$ cat src/rtl/uart_periph_pkg.sv
// Shared definitions for the UART peripherals on the APB bus:
// the register address map, register bit positions and receive FSM states.
package uart_periph_pkg;

    // Register byte addresses within the 5-bit APB window
    localparam logic [4:0] FSR_ADDR = 5'h00;
    localparam logic [4:0] FRD_ADDR = 5'h08;
    localparam logic [4:0] BRR_ADDR = 5'h0C;
    localparam logic [4:0] UCR_ADDR = 5'h10;

    // FSR bit positions; the entry count occupies bits [7:4]
    localparam int FSR_EMPTY = 0;
    localparam int FSR_FULL  = 1;
    localparam int FSR_OVR   = 2;
    localparam int FSR_FE    = 3;

    // UCR bit positions
    localparam int UCR_EN    = 0;
    localparam int UCR_RXEN  = 1;
    localparam int UCR_FLUSH = 2;
    localparam int UCR_IRQEN = 3;

    // Receive FSM states
    typedef enum logic [2:0] {
        IDLE,
        START,
        DATA,
        STOP,
        BREAK
    } rx_state_e;

endpackage

$ cat src/rtl/uart_rx_fifo.sv
// Small synchronous byte FIFO for the UART receiver. A push into a full
// FIFO is accepted only when a pop happens in the same cycle; flush
// empties the FIFO and overrides any push or pop in that cycle.
module uart_rx_fifo #(
    parameter int DEPTH = 4
) (
    input  logic                     PCLK,
    input  logic                     PRESET,
    input  logic                     push,
    input  logic                     pop,
    input  logic                     flush,
    input  logic [7:0]               din,
    output logic [7:0]               dout,
    output logic                     full,
    output logic                     empty,
    output logic [$clog2(DEPTH):0]   count
);

    localparam int AW = $clog2(DEPTH);

    logic [7:0]    mem [DEPTH];
    logic [AW-1:0] wr_ptr;
    logic [AW-1:0] rd_ptr;
    logic          do_push;
    logic          do_pop;

    assign full  = (count == (AW + 1)'(DEPTH));
    assign empty = (count == '0);
    assign dout  = mem[rd_ptr];

    // Decide which requests actually take effect this cycle
    always_comb begin
        do_pop  = pop & ~empty;
        do_push = push & (~full | do_pop);
    end

    // Pointer and occupancy bookkeeping; flush simply rewinds everything
    always_ff @(posedge PCLK) begin
        if (PRESET || flush) begin
            wr_ptr <= '0;
            rd_ptr <= '0;
            count  <= '0;
        end else begin
            if (do_push) begin
                wr_ptr <= wr_ptr + 1'b1;
            end
            if (do_pop) begin
                rd_ptr <= rd_ptr + 1'b1;
            end
            if (do_push && !do_pop) begin
                count <= count + 1'b1;
            end else if (do_pop && !do_push) begin
                count <= count - 1'b1;
            end
        end
    end

    // Storage array; contents need no reset because the pointers define validity
    always_ff @(posedge PCLK) begin
        if (do_push && !flush && !PRESET) begin
            mem[wr_ptr] <= din;
        end
    end

endmodule

$ cat src/rtl/uart_rx_periph.sv
// APB3 UART receive peripheral: synchronizes the serial input, deframes
// 8N1 characters, queues them in a small FIFO and exposes status, data,
// baud and control registers with zero-wait-state APB access.
module uart_rx_periph
    import uart_periph_pkg::*;
#(
    parameter int FIFO_DEPTH = 4,
    parameter int BRR_RESET  = 868
) (
    input  logic        PCLK,
    input  logic        PRESET,
    input  logic [4:0]  PADDR,
    input  logic [31:0] PWDATA,
    input  logic        PWRITE,
    input  logic        PENABLE,
    input  logic        PSEL,
    output logic [31:0] PRDATA,
    output logic        PREADY,
    input  logic        rx,
    output logic        rx_irq
);

    localparam int CW = $clog2(FIFO_DEPTH) + 1;

    // Register state
    logic [15:0]   brr;
    logic          ucr_en;
    logic          ucr_rxen;
    logic          ucr_irqen;
    logic          ovr;
    logic          fe;

    // Synchronizer and receive FSM state
    logic          rx_meta;
    logic          rx_sync;
    logic          rx_prev;
    rx_state_e     state;
    logic [15:0]   cnt;
    logic [2:0]    bit_cnt;
    logic [7:0]    shreg;

    // Decode and datapath signals
    logic          access;
    logic          wr_en;
    logic          rd_en;
    logic          sel_fsr;
    logic          sel_frd;
    logic          sel_brr;
    logic          sel_ucr;
    logic          active;
    logic [15:0]   brr_eff;
    logic [15:0]   half_bit;
    logic          bit_done;
    logic          half_done;
    logic          rx_fall;
    logic          push;
    logic          fe_set;
    logic          ovr_set;
    logic          pop;
    logic          flush;
    logic [7:0]    fifo_dout;
    logic          fifo_full;
    logic          fifo_empty;
    logic [CW-1:0] fifo_count;
    logic [3:0]    fsr_count;
    logic          unused_bits;

    assign unused_bits = ^{PWDATA[31:16], PADDR[1:0]};

    // APB decode; the slave never inserts wait states
    always_comb begin
        access  = PSEL & PENABLE;
        PREADY  = access;
        wr_en   = access & PWRITE;
        rd_en   = access & ~PWRITE;
        sel_fsr = (PADDR[4:2] == FSR_ADDR[4:2]);
        sel_frd = (PADDR[4:2] == FRD_ADDR[4:2]);
        sel_brr = (PADDR[4:2] == BRR_ADDR[4:2]);
        sel_ucr = (PADDR[4:2] == UCR_ADDR[4:2]);
        pop     = rd_en & sel_frd & ~fifo_empty;
        flush   = wr_en & sel_ucr & PWDATA[UCR_FLUSH];
    end

    // Bit timing and FSM sample strobes; very small divisors are clamped to 4
    always_comb begin
        active    = ucr_en & ucr_rxen;
        brr_eff   = (brr < 16'd4) ? 16'd4 : brr;
        half_bit  = brr_eff >> 1;
        bit_done  = (cnt == brr_eff - 16'd1);
        half_done = (cnt == half_bit - 16'd1);
        rx_fall   = rx_prev & ~rx_sync;
        push      = active && (state == STOP) && bit_done && rx_sync;
        fe_set    = active && (state == STOP) && bit_done && !rx_sync;
        ovr_set   = push & fifo_full & ~pop & ~flush;
    end

    // Two-flop synchronizer plus a delayed copy for falling-edge detection
    always_ff @(posedge PCLK) begin
        if (PRESET) begin
            rx_meta <= 1'b1;
            rx_sync <= 1'b1;
            rx_prev <= 1'b1;
        end else begin
            rx_meta <= rx;
            rx_sync <= rx_meta;
            rx_prev <= rx_sync;
        end
    end

    // Receive FSM: deframes one 8N1 character, abandoning it when disabled
    always_ff @(posedge PCLK) begin
        if (PRESET || !active) begin
            state   <= IDLE;
            cnt     <= '0;
            bit_cnt <= '0;
        end else begin
            case (state)
                IDLE: begin
                    if (rx_fall) begin
                        state   <= START;
                        cnt     <= '0;
                        bit_cnt <= '0;
                    end
                end
                START: begin
                    if (half_done) begin
                        cnt   <= '0;
                        state <= rx_sync ? IDLE : DATA;
                    end else begin
                        cnt <= cnt + 16'd1;
                    end
                end
                DATA: begin
                    if (bit_done) begin
                        cnt     <= '0;
                        shreg   <= {rx_sync, shreg[7:1]};
                        bit_cnt <= bit_cnt + 3'd1;
                        if (bit_cnt == 3'd7) begin
                            state <= STOP;
                        end
                    end else begin
                        cnt <= cnt + 16'd1;
                    end
                end
                STOP: begin
                    if (bit_done) begin
                        cnt   <= '0;
                        state <= rx_sync ? IDLE : BREAK;
                    end else begin
                        cnt <= cnt + 16'd1;
                    end
                end
                BREAK: begin
                    if (rx_sync) begin
                        state <= IDLE;
                    end
                end
                default: state <= IDLE;
            endcase
        end
    end

    // Control/baud registers and sticky error flags; a same-cycle set beats a W1C clear
    always_ff @(posedge PCLK) begin
        if (PRESET) begin
            brr       <= 16'(BRR_RESET);
            ucr_en    <= 1'b0;
            ucr_rxen  <= 1'b0;
            ucr_irqen <= 1'b0;
            ovr       <= 1'b0;
            fe        <= 1'b0;
        end else begin
            if (wr_en && sel_brr) begin
                brr <= PWDATA[15:0];
            end
            if (wr_en && sel_ucr) begin
                ucr_en    <= PWDATA[UCR_EN];
                ucr_rxen  <= PWDATA[UCR_RXEN];
                ucr_irqen <= PWDATA[UCR_IRQEN];
            end
            ovr <= ovr_set | (ovr & ~(wr_en & sel_fsr & PWDATA[FSR_OVR]));
            fe  <= fe_set  | (fe  & ~(wr_en & sel_fsr & PWDATA[FSR_FE]));
        end
    end

    // Level interrupt registered from the FIFO occupancy
    always_ff @(posedge PCLK) begin
        if (PRESET) begin
            rx_irq <= 1'b0;
        end else begin
            rx_irq <= ~fifo_empty & ucr_irqen;
        end
    end

    // A 16-deep FIFO reports count 0 in the 4-bit field when full; the full bit disambiguates
    assign fsr_count = 4'(fifo_count);

    // Read mux, driven only during the access phase
    always_comb begin
        PRDATA = '0;
        if (access) begin
            if (sel_fsr) begin
                PRDATA[7:4]       = fsr_count;
                PRDATA[FSR_FE]    = fe;
                PRDATA[FSR_OVR]   = ovr;
                PRDATA[FSR_FULL]  = fifo_full;
                PRDATA[FSR_EMPTY] = fifo_empty;
            end else if (sel_frd) begin
                PRDATA[7:0] = fifo_empty ? 8'h00 : fifo_dout;
            end else if (sel_brr) begin
                PRDATA[15:0] = brr;
            end else if (sel_ucr) begin
                PRDATA[UCR_EN]    = ucr_en;
                PRDATA[UCR_RXEN]  = ucr_rxen;
                PRDATA[UCR_IRQEN] = ucr_irqen;
            end
        end
    end

    uart_rx_fifo #(
        .DEPTH (FIFO_DEPTH)
    ) u_fifo (
        .PCLK   (PCLK),
        .PRESET (PRESET),
        .push   (push),
        .pop    (pop),
        .flush  (flush),
        .din    (shreg),
        .dout   (fifo_dout),
        .full   (fifo_full),
        .empty  (fifo_empty),
        .count  (fifo_count)
    );

endmodule

$ cat config.mk
export PLATFORM = sky130hd
export DESIGN_NAME = uart_rx_periph
export DESIGN_NICKNAME = d
export VERILOG_FILES = /design/src/rtl/uart_periph_pkg.sv /design/src/rtl/uart_rx_fifo.sv /design/src/rtl/uart_rx_periph.sv
export SDC_FILE = /design/constraint.sdc
export NUM_CORES = 1
export LEC_CHECK = 0
export ABC_AREA = 1
export BUFFER_PORTS_ARGS = -buffer_cell sky130_fd_sc_hd__buf_2
export CELL_PAD_IN_SITES_DETAIL_PLACEMENT = 0
export CELL_PAD_IN_SITES_GLOBAL_PLACEMENT = 1
export CORE_AREA = 2 2 165 151
export DETAILED_ROUTE_END_ITERATION = 8
export DIE_AREA = 0 0 167 153
export GPL_TIMING_DRIVEN = 0
export PLACE_DENSITY_LB_ADDON = 0.1
export SKIP_CTS_REPAIR_TIMING = 1
export SLEW_MARGIN = 30
export SYNTH_ARGS = -nofsm -noshare
export SYNTH_HDL_FRONTEND = slang
export SYNTH_SLANG_ARGS = --single-unit
$ cat constraint.sdc
create_clock -name PCLK -period 3.9 [get_ports PCLK]
set_clock_uncertainty 0.15 [all_clocks]
set_input_delay 0.78 -clock PCLK [delete_from_list [all_inputs] [get_ports PCLK]]
set_output_delay 0.78 -clock PCLK [all_outputs]
set_load 0.05 [all_outputs]
==> key figures, run 1 <==
Clock tree
  – CTS Sinks: 96
  – Max Root-Sink Buffers: 2
  – CTS tree: yes
  – H-tree depth: 3
  – TritonCTS buffer count: 9
  – Clk root buf: clkbuf_16
  – Worst-path clk slew: 90 ps
  – Worst-Skew Late Latency: 360 ps

GRT
  – Total Routing Usage GR: 14.82%
  – Total grt overflow: 0
  – Global-route wire length before repair: 29,700 microns
  – Vias in the first global route: 5,230
  – Largest net degree at the start of global routing: 21
  – Initial antenna violation count: 0

Job
  – Max-cap violations: 0

Worst setup path
  – Critical path's largest stage delay: 360 ps
  – Reg2reg start: brr[4]
  – R2R cell count: 30
  – CP Launch Type: flip-flop
  – Top delay family on crit path: simple AND/OR/NAND/NOR gates
  – FF-to-FF setup slack: -80 ps
  – Worst flop-to-flop path endpoint: u_fifo.count[2]
  – Worst path arrival time: 4060 ps
  – Crit Path Max Fanout: 8
  – Slowest CP cell: fa_2
  – Worst Path Buf+Inv: 7
  – CP Capture Type: flip-flop
  – CP required: 3990 ps
  – Crit path kind: flip-flop to flip-flop

STA
  – Final Max Tran Viols: 0
  – Min Hold Slack: 267.8 ps
  – Final period utilization: 102.0%
  – Slew headroom: 47.77%
  – Minimum clock period: 3976 ps
  – Worst Setup Slack, final: -76.26 ps
  – FMAX: 251.5 MHz
  – RSZ-0062 raised after global routing: yes
  – Final hold violation count: 0
  – Worst Tran Pin Value: 779.1 ps
  – Final setup vio count: 13

Placement
  – DP Worst Slack: -945.4 ps
  – Number of port buffers: 42
  – Final HPWL DP: 14,300 microns
  – Placed cells: 1,163
  – Dpl cell area: 6593 sq um
  – Routability congestion estimate from global placement: 0.7560

Logic synthesis
  – Mux cell area share after synthesis: 0.1699%
  – Complex-gate fraction of the synthesized area: 10.85%
  – Main combinational cell family by area after synthesis: simple AND/OR/NAND/NOR gates
  – Synthesized instance count: 795
  – Mean Syn Cell Area: 7.413 sq um
  – XOR/XNOR Fraction of Synth Area: 7.282%
  – YS warnings: 0
  – Simple-gate share of the synthesized area: 28.07%
  – Synth area leaders: edfxtp_1, dfxtp_1, nand2_1
  – Synth Area in Adders: 2.463%
  – Yosys top cell area share: 20.38%
  – Area leader, netlist: edfxtp_1
  – Post-synthesis sequential area ratio: 39.41%
  – Unique masters post-synth: 44
  – FF+latch count, synth: 96
  – Cell Area, Synth: 5893 sq um

Power
  – Leak Pwr: 0.003170 uW
  – Pwr dens: 292.4 nW/um^2
  – VDD IR-drop max: 0.0001896 V

Floorplan
  – IO Pins: 77
  – # rows: 54
  – Die height: 153 microns
  – Die area: 25,550 sq um
  – Core ar.: 23,850 sq um
  – Starting Density: 24.71%
  – DIE WIDTH: 167 microns

Drt
  – WL/cell: 15.48 microns
  – Vias: 5,330
  – Iteration-0 DRC count of the detailed router: 231
  – Post-Route WL: 18,610 microns
  – Post-route DRC violation count: 0
  – DRT Pass-1 Iters: 5
  – DRT antenna net count: 0
  – Drt via density: 4.434

Finish
  – Layout Cells excl Fill: 1,202
  – Fraction of layout cells with a size suffix above 1: 19.13%
  – Fillers: 2,633
  – Finished Core Util: 30.51%
  – Final instance area: 7277 sq um
  – Commonest non-fill, non-tap cell in the layout: nand2_1
  – Ant diodes: 0
  – Synthesis-to-layout area growth: 23.48%
  – Register area: 2356 sq um
  – Nets: 943
  – Multi-input gate area: 3112 sq um
  – Most frequent cells in the layout: nand2_1, inv_1, nor2_1

Min path
  – Worst Hold Path EP: rx_sync
  – Hold Path Depth: 1
  – Hold Path Class: flip-flop to flip-flop
  – Worst hold start: rx_meta

Outcome
  – Failing checks: negative setup slack
  – Status: finished, violations left
[worst max-delay path by stage]
stage | start | endpoint | depth (start not counted)
2_1_floorplan | brr[12] | u_fifo.count[2] | 27
3_3_place_gp | brr[8] | u_fifo.mem[0][2] | 18
3_5_place_dp | brr[8] | u_fifo.count[2] | 26
4_1_cts | brr[8] | u_fifo.count[2] | 26
5_1_grt | brr[4] | u_fifo.count[2] | 28
6_report | brr[4] | u_fifo.count[2] | 30
[cell families after synthesis]
kind of cell,count (synthesis)
compound gates,109
xor+xnor,49
fa+ha+maj,11
buf+inv,158
flops,96
mux,1
other cells,1
simple gates,370
[synth_stat cells]
library cell	count
o31ai_1	1
clkbuf_2	1
nor4_1	4
nor2_2	3
edfxtp_1	40
nand3_1	70
clkinv_1	2
buf_4	16
or2_2	2
a221o_1	1
nand2_2	5
inv_1	112
a2111oi_0	1
nor3_2	3
o22ai_1	5
conb_1	1
nand2_4	1
dfxtp_1	56
inv_2	1
nand4_1	16
o221ai_1	1
a221oi_1	6
ha_1	10
nand3b_1	4
mux2i_1	1
nor2_1	95
nor3_1	21
nand4_2	1
nor2_4	3
xnor2_1	11
a211oi_1	3
nand2_1	141
nor3b_1	1
fa_1	1
clkbuf_1	17
xor2_1	38
buf_2	4
buf_1	1
o21ai_0	40
o21bai_1	1
buf_6	4
o211ai_1	15
a21oi_1	34
a22oi_1	1
[registers in the layout (all words and copies together), names as in the netlist, named ones only]
| register | count |
|---|---|
| shreg | 8 |
| u_fifo.mem | 32 |
| ucr_rxen | 1 |
| u_fifo.count | 3 |
| ovr | 1 |
| state | 3 |
| rx_sync | 1 |
| ucr_irqen | 1 |
| u_fifo.wr_ptr | 2 |
| rx_meta | 1 |
| u_fifo.rd_ptr | 2 |
| cnt | 16 |
| ucr_en | 1 |
| fe | 1 |
| rx_prev | 1 |
| bit_cnt | 3 |
| rx_irq | 1 |
| brr | 16 |
[power by group]
group / total (uW) / internal [uW] / switching (uW) / leakage (uW)
Combinational: 150 / 45.3 / 104 / 0.00221
Clock: 936 / 460 / 476 / 0.000147
Sequential: 1040 / 1040 / 6.24 / 0.000816
Total: 2130 / 1540 / 587 / 0.00317
[per-layer routing]
metal | vias to the layer above | GRT usage, % | share of wire, %
met2 | 74 | 24.81 | 46
met4 | 0 | 3.448 | 1.4
li1 | 2764 | - | -
met5 | - | 0 | 0
met3 | 16 | 2.356 | 2.7
met1 | 2476 | 20.06 | 50
[through the flow]
step / total power [uW] / setup TNS (ps)
after CTS: 2156 / -26220
after global placement: 1215 / -52490
after global routing: 2210 / -7935
final: 2128 / -319.4
after detailed placement: 1215 / -25290
after floorplan: 1175 / 0
[final cells by class]
cell class / count / share of cell area, %
Multi-Input combinational cell: 556 / 42.76
Sequential cell: 96 / 32.38
Inverter: 115 / 5.966
Timing Repair Buffer: 70 / 5.794
Tap cell: 308 / 5.296
Buffer: 41 / 3.542
Clock buffer: 9 / 3.095
Clock inverter: 7 / 1.169
Power figures use the tool's default switching activity.
==> run 2, diff against run 1 <==
--- a/config.mk
+++ b/config.mk
@@ -5,13 +5,12 @@
 export SDC_FILE = /design/constraint.sdc
 export NUM_CORES = 1
 export LEC_CHECK = 0
-export ABC_AREA = 1
 export BUFFER_PORTS_ARGS = -buffer_cell sky130_fd_sc_hd__buf_2
 export CELL_PAD_IN_SITES_DETAIL_PLACEMENT = 0
 export CELL_PAD_IN_SITES_GLOBAL_PLACEMENT = 1
-export CORE_AREA = 2 2 165 151
+export CORE_AREA = 2 2 160 146
 export DETAILED_ROUTE_END_ITERATION = 8
-export DIE_AREA = 0 0 167 153
+export DIE_AREA = 0 0 162 148
 export GPL_TIMING_DRIVEN = 0
 export PLACE_DENSITY_LB_ADDON = 0.1
 export SKIP_CTS_REPAIR_TIMING = 1
==> key figures, run 2 <==
Outcome
  – Status: finished, violations left
  – Failing checks: negative setup slack

Logic synthesis
  – Area leader, netlist: edfxtp_1
  – Mux cell area share after synthesis: 5.278% (+5.1 points)
  – Unique masters post-synth: 62 (+41%)
  – Simple-gate share of the synthesized area: 23.79% (-4.3 points)
  – Synth cell count leaders: nand2_1, dfxtp_1, nor2_1
  – YS warnings: 0 (unchanged)
  – Yosys top cell area share: 21.84% (+1.5 points)
  – Synth Area in Adders: 2.639% (+0.18 points)
  – Async set-reset flop share out of synthesis: 0% (unchanged)
  – Main combinational cell family by area after synthesis: simple AND/OR/NAND/NOR gates
  – Synth area leaders: edfxtp_1, dfxtp_1, nand2_1
  – Prevailing post-synth register cell: dfxtp_1
  – Synthesized instance count: 593 (-25%)
  – Top-count cell post-synth: nand2_1
  – Complex-gate fraction of the synthesized area: 12.94% (+2.1 points)
  – Cell Area, Synth: 5500 sq um (-6.7%)
  – Post-synth EDFFs: 40 (unchanged)
  – FF+latch count, synth: 96 (unchanged)
  – XOR/XNOR Fraction of Synth Area: 6.688% (-0.59 points)
  – Mean Syn Cell Area: 9.275 sq um (+25%)
  – Post-synthesis sequential area ratio: 42.22% (+2.8 points)

Floorplan
  – # rows: 52 (-3.7%)
  – IO Pins: 77 (unchanged)
  – DIE WIDTH: 162 microns (-3.0%)
  – Core ar.: 22,250 sq um (-6.7%)
  – Die height: 148 microns (-3.3%)
  – Starting Density: 24.72% (about the same)
  – Die area: 23,980 sq um (-6.2%)

STA
  – Worst Tran Pin Value: 895.8 ps (+116.7 ps)
  – Slew headroom: 39.73% (-8.0 points)
  – Final setup vio count: 65 (+52)
  – FMAX: 211.8 MHz (-16%)
  – Final Max Tran Viols: 0 (unchanged)
  – RSZ-0062 raised after global routing: yes
  – Min Hold Slack: 268.3 ps (+0.5280 ps)
  – Worst Setup Slack, final: -821.4 ps (-745.1 ps)
  – Setup TNS: -30,570 ps (-30,250 ps)
  – Minimum clock period: 4721 ps (+745.1 ps)
  – Final period utilization: 121.1% (+19 points)
  – Final hold violation count: 0 (unchanged)

Power
  – Pwr dens: 307.6 nW/um^2 (+5.2%)
  – Combinational share of power: 5.8% (-1.2 points)
  – Flop pwr share: 49.5% (+0.5 points)
  – Leak Pwr: 0.002457 uW (-22%)
  – Total Power: 2108 uW (-0.93%)
  – Sw Ratio: 26.77% (-0.82 points)
  – Int Pwr: 1544 uW (+0.19%)
  – Clock power frac: 44.7% (+0.7 points)
  – VDD IR-drop max: 0.0001926 V (+1.6%)
  – Sw Pwr: 564.4 uW (-3.9%)

Finish
  – Commonest non-fill, non-tap cell in the layout: nand2_1
  – Fraction of layout cells with a size suffix above 1: 24.78% (+5.7 points)
  – Synthesis-to-layout area growth: 24.59%
  – Register bank with the most flops: u_fifo.mem
  – Top Registers: u_fifo.mem (32), brr (16), cnt (16)
  – Fillers: 2,359 (-10%)
  – Final instance area: 6853 sq um (-5.8%)
  – Most frequent cells in the layout: nand2_1, nor2_1, dfxtp_1
  – Max FFs per register: 32 (unchanged)
  – Finished Core Util: 30.80% (+0.29 points)
  – Nets: 735 (-22%)
  – Ant diodes: 0 (unchanged)

Worst setup path
  – Crit Path Max Fanout: 4 (-4)
  – CP Launch Type: flip-flop
  – CP required: 3980 ps (about the same)
  – Crit path kind: flip-flop to flip-flop
  – CP Capture Type: flip-flop
  – Worst path arrival time: 4800 ps (+740 ps)
  – Reg2reg start: brr[9]
  – Worst Setup SP: brr[9]

Min path
  – Hold Path Class: flip-flop to flip-flop
  – Worst hold start: rx_meta

Job
  – Max-cap violations: 0 (unchanged)

Drt
  – Iteration-0 DRC count of the detailed router: 313 (+35%)
  – Post-route DRC violation count: 0 (unchanged)
  – Vias: 4,583 (-14%)
  – Post-Route WL: 17,030 microns (-8.5%)
  – DRT Pass-1 Iters: 4 (-1)
  – WL/cell: 17.32 microns (+12%)
  – Drt via density: 4.662 (+5.1%)
  – DRT antenna net count: 0 (unchanged)

Clock tree
  – Worst-path clk slew: 80 ps (about the same)
  – CTS tree: yes
  – H-tree depth: 3 (unchanged)
  – Clk root buf: clkbuf_16
  – Max Root-Sink Buffers: 2 (unchanged)
  – Worst-Skew Late Latency: 360 ps (about the same)
  – CTS Sinks: 96 (unchanged)
  – TritonCTS buffer count: 9 (unchanged)

GRT
  – Largest net degree at the start of global routing: 22 (+4.8%)
  – Initial antenna violation count: 0 (unchanged)
  – Global-route wire length before repair: 26,070 microns (-12%)
  – Total Routing Usage GR: 14.30% (-0.52 points)
  – Vias in the first global route: 4,424 (-15%)
  – Total grt overflow: 0 (unchanged)

Placement
  – Routability congestion estimate from global placement: 0.7770 (+2.8%)
  – Number of port buffers: 42 (unchanged)
  – Dpl cell area: 6195 sq um (-6.0%)
  – Final HPWL DP: 12,560 microns (-12%)
run 2: changes by cell type after synthesis, moves of 18 or more:
cell / before / now
and2_1: 0 / 19
and3_1: 0 / 18
inv_1: 112 / 16
nand2_1: 141 / 70
nand3_1: 70 / 13
nor2_1: 95 / 53
o21ai_0: 40 / 13
xor2_1: 38 / 17
run 2: worst paths after layout:
kind | end | slack, ps | depth (start not counted)
max | u_fifo.count[2] | -820 | 20
min | rx_sync | 270 | 1
max reg2reg | u_fifo.count[2] | -820 | 20
min reg2reg | rx_sync | 270 | 1
run 2: stage by stage:
stage	instances	setup WS (ps)
floorplan	608	-449.8
global placement	947	-1866
global route	983	-1096
CTS	963	-1907
finish	983	-821.4
detailed placement	947	-1876
run 2: kinds of logic (layout without fill, tap and decap cells):
family	count (synthesis)	after routing
simple gates	249	249
compound gates	107	107
flops	96	96
buf+inv	68	146
xor+xnor	42	42
mux	19	19
fa+ha+maj	11	11
other cells	1	16
run 2: routing by layer:
metal / global-route usage, % / up-vias / wire [microns]
met5: 0 / - / 0
met4: 3.717 / 0 / 222
met3: 2.301 / 13 / 643
met1: 20.28 / 2206 / 8492
li1: - / 2268 / -
met2: 22.66 / 96 / 7671
run 2: cell type report:
cell class              instances  area, sq um  share of cell area (%)
plain buffers                  47        282.8                   4.126
clock buffers                   9        225.2                   3.286
clock inverters                 7        91.34                   1.333
inverters                      16        60.06                  0.8764
multi-input cells             444         3098                   45.21
flip-flops and latches         96         2326                   33.94
well taps                     297        371.6                   5.423
repair buffers                 67        397.9                   5.806
run 2: worst max-delay path, cell delays in order (launching register included):
cell,delay [ps]
dfxtp_2,320
buf_6,120
or4_4,530
o41ai_4,470
ha_2,310
xor2_4,230
and3_4,210
o31ai_2,50
a22oi_1,180
nand4_1,220
nor4_4,290
buf_4,180
nand2_8,60
nor3_4,270
ha_4,180
inv_2,30
fa_2,350
xor2_1,150
nor2_1,110
xnor2_1,130
nor2_1,50
run 2: power by group through the flow:
stage	clock network, uW	registers (uW)	logic [uW]
floorplan	0	1060	88.9
global placement	0	1060	121
detailed placement	0	1060	122
CTS	979	1040	122
global route	1010	1040	132
finish	942	1040	123
